<file path="config.mk">
export PLATFORM = sky130hd
export DESIGN_NAME = layer1_result_serializer
export DESIGN_NICKNAME = d
export VERILOG_FILES = /design/src/rtl/layer1_result_serializer.sv
export SDC_FILE = /design/constraint.sdc
export NUM_CORES = 2
export LEC_CHECK = 0
export ABC_AREA = 0
export BUFFER_PORTS_ARGS = -buffer_cell sky130_fd_sc_hd__buf_2
export CORE_AREA = 3 3 669 671
export DETAILED_ROUTE_END_ITERATION = 16
export DIE_AREA = 0 0 672 674
export PLACE_DENSITY = 0.34
export SLEW_MARGIN = 20
export SYNTH_ARGS = -nofsm -noshare
export SYNTH_HDL_FRONTEND = slang
export SYNTH_SLANG_ARGS = --single-unit
</file>
<file path="constraint.sdc">
create_clock -name ap_clk -period 3.94 [get_ports ap_clk]
set_input_delay 0.197 -clock ap_clk [delete_from_list [all_inputs] [get_ports ap_clk]]
set_output_delay 0.197 -clock ap_clk [all_outputs]
set_load 0.02 [all_outputs]
</file>
<file path="src/rtl/layer1_result_serializer.sv">
// Purpose: round-robin drain of four 416-bit Layer-1 result streams into a 32-bit AXI-Stream, TLAST per frame.
// Latency: input handshake at cycle t gives the first output beat at t+1; 13 output beats per input beat, zero-bubble handoff.
// Backpressure: out_TREADY=0 holds the current beat stable; inputs accepted only from the current channel when the buffer drains.
// Optional ReLU at capture: define LAYER1_SERIALIZER_RELU_EN to clamp negative lanes to zero.
module layer1_result_serializer #(
   parameter int LANES      = 26,
   parameter int DW         = 16,
   parameter int OUT_W      = 32,
   parameter int NCH        = 4,
   parameter int FRAME_ROWS = 26
) (
   input  logic                  ap_clk,
   input  logic                  ap_rst_n,
   input  logic [LANES*DW-1:0]   d0_Data_TDATA,
   input  logic                  d0_Data_TVALID,
   output logic                  d0_Data_TREADY,
   input  logic [LANES*DW-1:0]   d1_Data_TDATA,
   input  logic                  d1_Data_TVALID,
   output logic                  d1_Data_TREADY,
   input  logic [LANES*DW-1:0]   d2_Data_TDATA,
   input  logic                  d2_Data_TVALID,
   output logic                  d2_Data_TREADY,
   input  logic [LANES*DW-1:0]   d3_Data_TDATA,
   input  logic                  d3_Data_TVALID,
   output logic                  d3_Data_TREADY,
   output logic [OUT_W-1:0]      out_TDATA,
   output logic                  out_TVALID,
   input  logic                  out_TREADY,
   output logic                  out_TLAST
);

   localparam int W     = LANES * DW;
   localparam int BEATS = W / OUT_W;
   localparam int BW    = $clog2(BEATS);
   localparam int CW    = $clog2(NCH);
   localparam int RW    = $clog2(FRAME_ROWS);

   typedef enum logic {IDLE, SHIFT} state_t;

   state_t          state_q, state_d;
   logic [CW-1:0]   ch_q, ch_d;
   logic [BW-1:0]   beat_q, beat_d;
   logic [RW-1:0]   row_q, row_d;
   logic [W-1:0]    sbuf_q, sbuf_d;
   logic            run_q;

   logic [W-1:0]    in_dat [NCH];
   logic [NCH-1:0]  in_vld;
   logic [NCH-1:0]  in_rdy;
   logic [CW-1:0]   nxt_ch;
   logic            last_beat;

   assign in_dat[0] = d0_Data_TDATA;
   assign in_dat[1] = d1_Data_TDATA;
   assign in_dat[2] = d2_Data_TDATA;
   assign in_dat[3] = d3_Data_TDATA;
   assign in_vld    = {d3_Data_TVALID, d2_Data_TVALID, d1_Data_TVALID, d0_Data_TVALID};

   assign d0_Data_TREADY = in_rdy[0];
   assign d1_Data_TREADY = in_rdy[1];
   assign d2_Data_TREADY = in_rdy[2];
   assign d3_Data_TREADY = in_rdy[3];

   assign nxt_ch    = (ch_q == CW'(NCH-1)) ? '0 : ch_q + CW'(1);
   assign last_beat = (beat_q == BW'(BEATS-1));

   // Capture transform: identity, or per-lane clamp of negatives when ReLU is built in.
   function automatic logic [W-1:0] capture(input logic [W-1:0] w);
      logic [W-1:0] r;
      r = w;
`ifdef LAYER1_SERIALIZER_RELU_EN
      for (int i = 0; i < LANES; i++) begin
         if (w[i*DW+DW-1])
            r[i*DW +: DW] = '0;
      end
`else
`endif
      return r;
   endfunction

   // Output beat is a window into the shift buffer; forced to zero when nothing is presented.
   assign out_TVALID = (state_q == SHIFT);
   assign out_TDATA  = out_TVALID ? sbuf_q[beat_q*OUT_W +: OUT_W] : '0;
   assign out_TLAST  = out_TVALID && last_beat && (ch_q == CW'(NCH-1)) &&
                       (row_q == RW'(FRAME_ROWS-1));

   // Keeps every input TREADY low while reset is held and for the first edge after release.
   always_ff @(posedge ap_clk or negedge ap_rst_n) begin
      if (!ap_rst_n)
         run_q <= 1'b0;
      else
         run_q <= 1'b1;
   end

   // State, counters and shift buffer registers.
   always_ff @(posedge ap_clk or negedge ap_rst_n) begin
      if (!ap_rst_n) begin
         state_q <= IDLE;
         ch_q    <= '0;
         beat_q  <= '0;
         row_q   <= '0;
         sbuf_q  <= '0;
      end else begin
         state_q <= state_d;
         ch_q    <= ch_d;
         beat_q  <= beat_d;
         row_q   <= row_d;
         sbuf_q  <= sbuf_d;
      end
   end

   // Next-state: accept from the current channel when empty, step beats on output handshakes,
   // and on the final beat hand straight over to the next channel if it is already valid.
   always_comb begin
      state_d = state_q;
      ch_d    = ch_q;
      beat_d  = beat_q;
      row_d   = row_q;
      sbuf_d  = sbuf_q;
      in_rdy  = '0;
      case (state_q)
         IDLE: begin
            in_rdy[ch_q] = run_q;
            if (run_q && in_vld[ch_q]) begin
               sbuf_d  = capture(in_dat[ch_q]);
               beat_d  = '0;
               state_d = SHIFT;
            end
         end
         SHIFT: begin
            if (last_beat)
               in_rdy[nxt_ch] = out_TREADY;
            if (out_TREADY) begin
               if (!last_beat) begin
                  beat_d = beat_q + BW'(1);
               end else begin
                  ch_d   = nxt_ch;
                  beat_d = '0;
                  if (ch_q == CW'(NCH-1))
                     row_d = (row_q == RW'(FRAME_ROWS-1)) ? '0 : row_q + RW'(1);
                  if (in_vld[nxt_ch])
                     sbuf_d = capture(in_dat[nxt_ch]);
                  else
                     state_d = IDLE;
               end
            end
         end
         default: state_d = IDLE;
      endcase
   end

endmodule
</file>
==> summary.txt <==
GRT
  • Pin count of the biggest net entering global routing: roughly 130
  • First-pass GRT wire length: about 540 mm
  • Global route overflow: 0
  • Initial antenna violation count: between 500 and 600
  • Number of global-route vias before repair: slightly below 50,000
  • GR Util All Layers: 0.1833

Synthesis
  • Syn Area/Cell: 12.12 sq um
  • Ys Warns: 0
  • Yosys cell types: 39
  • Synthesized instance count: approximately 3,700
  • #FFs+latches synth: about 430
  • Post-synth EDFFs: 0
  • Synth Area in Compound Gates: 0.09099
  • Post-Synth Simple-Gate Area: 0.07982
  • Area share of fa/ha/maj cells after synthesis: 0.002483
  • Seq/Total Area, Yosys: 0.2367
  • Main synth FF type: dfrtp_1
  • XOR/XNOR Fraction of Synth Area: 0
  • Mapped cell area: around 45,000 sq um
  • Post-synth net total: around 5,400
  • Asr flop ratio synth: 1.000
  • Largest family of logic cells by synthesized area: multiplexers
  • Post-synthesis mux area share: 0.5429

Final layout
  • Share of cells above drive strength 1: 0.4706
  • Number of nets in the layout: 7,549
  • Fillers: 49,710
  • Post-layout util: 0.1589
  • Layout area overhead: 54.79%
  • Final Non-Filler Cells: about 12,000
  • Final instance area: about 70,000 sq um

Detailed routing
  • DRC Markers: 0
  • DRT antenna net count: 0
  • Final wirelength: 432.1 mm
  • Vias per cell: 4.009
  • Wire length per cell: 35.91 microns
  • Routed vias: around 48,000
  • TritonRoute pass-1 iters: 6
  • 1st-iter DRT viols: about 3,100

STA
  • Final hold viol count: 0
  • Fin worst setup slack: 0.1732 ns
  • Rel. slew slack: 0.2894
  • Final period utilization: 0.9561
  • Final count of negative-setup-slack endpoints: 0
  • RSZ-0062 raised after global routing: no
  • Max Fclk: roughly 270 MHz
  • Fin. max-slew vios: 0
  • Clock Skew: between 0.06 and 0.07 ns
  • Hold_ws: between 0.04 and 0.05 ns
  • Fin Setup TNS: 0 ns
  • Slew @ Worst Pin: between 1 and 1.5 ns
  • Minimum clock period: 3.767 ns

Clock tree
  • CTS tree: built
  • CTS max path bufs: 4
  • Clock root buffer master: clkbuf_16
  • Worst-path clk slew: roughly 0.06 ns
  • CTS buffer count: 71
  • Clock sink count: around 430
  • Worst-Skew Late Latency: between 0.7 and 0.8 ns
  • H-tree lvl count: 3

Die
  • Core Box Area: 441,800 sq um
  • Die area: about 450,000 sq um
  • Rows: 244
  • Starting density of the core: 0.1027
  • Chip height: ~670 microns
  • IO Count: approximately 1,700
  • Die width: 672 microns

Worst setup path
  • Critical path cell sequence: ha_2, nor2_4, buf_12, buf_12, buf_12, buf_12, mux2i_1, dlygate4sd3_1, o221ai_1, dlygate4sd3_1, mux2_2
  • Setup CP Type: flop to flop
  • Most frequent CP cell: buf_12
  • CP delay by family, top: buffers and inverters
  • CP max-delay cell: dlygate4sd3_1
  • Max incr delay on CP: 0.60 ns
  • Worst EP arrival: roughly 4.4 ns
  • Crit end category: flop
  • CP Data Required Time: 4.59 ns
  • Nature of the critical path startpoint: flop
  • Maximum fanout along the worst path: 31
  • Crit path buf inv count: 6

Pwr
  • Power Density: approximately 730 nW/um^2
  • Lkg Pwr: roughly 26 nW
  • Worst vdd ir: around 0.52 mV
  • Total power: ~51 mW

Place
  • Final Wtd Congestion: 0.9070
  • Dpl ws: 0.1200 ns
  • Inst Count DP: 11,120
  • Hpwl dp: 372.1 mm
  • I/O Buffers: 1,708
  • Post-place instance area: between 60,000 and 70,000 sq um

Job
  • Max cap viols: 0

Run status
  • Status: complete, no violations

Min path
  • Worst Hold Class: input port to flop
==> synthesized netlist by cell type (11+ instances only) <==
master,n,area [sq um]
buf_4,25,187.7
nand2b_1,449,2809
nor2_1,99,371.6
buf_6,16,180.2
o211a_1,32,320.3
buf_2,144,720.7
clkbuf_1,195,732.0
buf_8,11,165.2
o21ai_0,11,55.05
nand2_1,44,165.2
mux2_2,218,2455
buf_1,28,105.1
mux2i_1,833,8338
nand3_1,37,185.2
mux2_1,200,2252
o221ai_1,417,3652
mux4_2,514,11580
dfrtp_1,429,10740
==> worst reg2reg max path, stage by stage, from the launching register on <==
cell           delay, ns
dfrtp_4             0.51
ha_2                0.27
nor2_4              0.15
buf_12              0.15
buf_12              0.20
buf_12              0.30
buf_12              0.30
mux2i_1             0.22
dlygate4sd3_1       0.56
o221ai_1            0.13
dlygate4sd3_1       0.60
mux2_2              0.26
==> report_power, final <==
| group | switching, mW | internal (mW) | leakage, nW |
|---|---|---|---|
| Clock | 2.57 | 3.94 | 1.12 |
| Combinational | 21.3 | 14.3 | 19.6 |
| Sequential | 2.42 | 6.56 | 5.21 |
| Total | 26.3 | 24.8 | 25.9 |
==> layer usage <==
layer,vias up,part of all wire,global-route usage,routed length [microns]
li1,19710,-,-,-
met1,24820,0.37,0.2036,161000
met2,2541,0.50,0.3278,216000
met3,980,0.080,0.05728,34390
met4,188,0.045,0.06427,19490
met5,-,0.0030,0,1283
==> state kept, by name (all words and copies together), names as in the netlist <==
name	count
run_q	1
out_TVALID	1
sbuf_q	416
ch_q	2
row_q	5
beat_q	4
==> cells in the final DEF (no fill, tap or decap), drive strengths merged, types with 6 or more instances in the layout <==
master,instances
buf,1903
clkbuf,98
clkinv,9
dfrtp,429
diode,215
dlygate4sd3,570
ha,9
inv,6
mux2,418
mux2i,833
mux4,514
nand2,44
nand2b,449
nand3,37
nor2,100
o211a,32
o21ai,11
o221ai,417
==> what timing repair did <==
action | 4_1_cts | 5_1_grt
hold buffers | 570 | 0
gates resized for setup | 29 | 6
setup endpoints to repair | 30 | 38
setup buffers | 5 | 1
endpoints found under the hold margin | 276 | 0
pin swaps | 0 | 1
==> final timing paths <==
check | cells past startpoint | slack [ns] | from | endpoint
worst max-delay path | 11 | 0.17 | ch_q[0] | sbuf_q[371]
worst min-delay path | 4 | 0.05 | d0_Data_TDATA[351] | sbuf_q[351]
worst max register to register | 11 | 0.17 | ch_q[0] | sbuf_q[371]
worst min register to register | 1 | 0.49 | sbuf_q[211] | sbuf_q[211]
max in group asynchronous | 4 | 2.03 | ap_rst_n | sbuf_q[140]
min in group asynchronous | 3 | 0.57 | ap_rst_n | sbuf_q[291]
==> cell type report <==
type                       instances  area (sq um)  area share
multi-input combinational       2889         32600      0.4644
timing repair buffer            2473         16600      0.2364
sequential                       429         10760      0.1533
tap                             5904          7387      0.1052
clock buffer                      98          2051     0.02921
antenna                          215         538.0    0.007664
clock inverter                    20         245.2    0.003494
inverter                           5         18.77   0.0002674
==> cells by family after synthesis <==
family | count (synthesis)
multiplexers | 1765
AND/OR/NAND/NOR | 642
AO/OA/AOI/OAI | 472
flip-flops | 429
buffers and inverters | 425
adder cells (fa/ha/maj) | 9
other | 1
No activity file was read; power rests on OpenSTA's default activity.
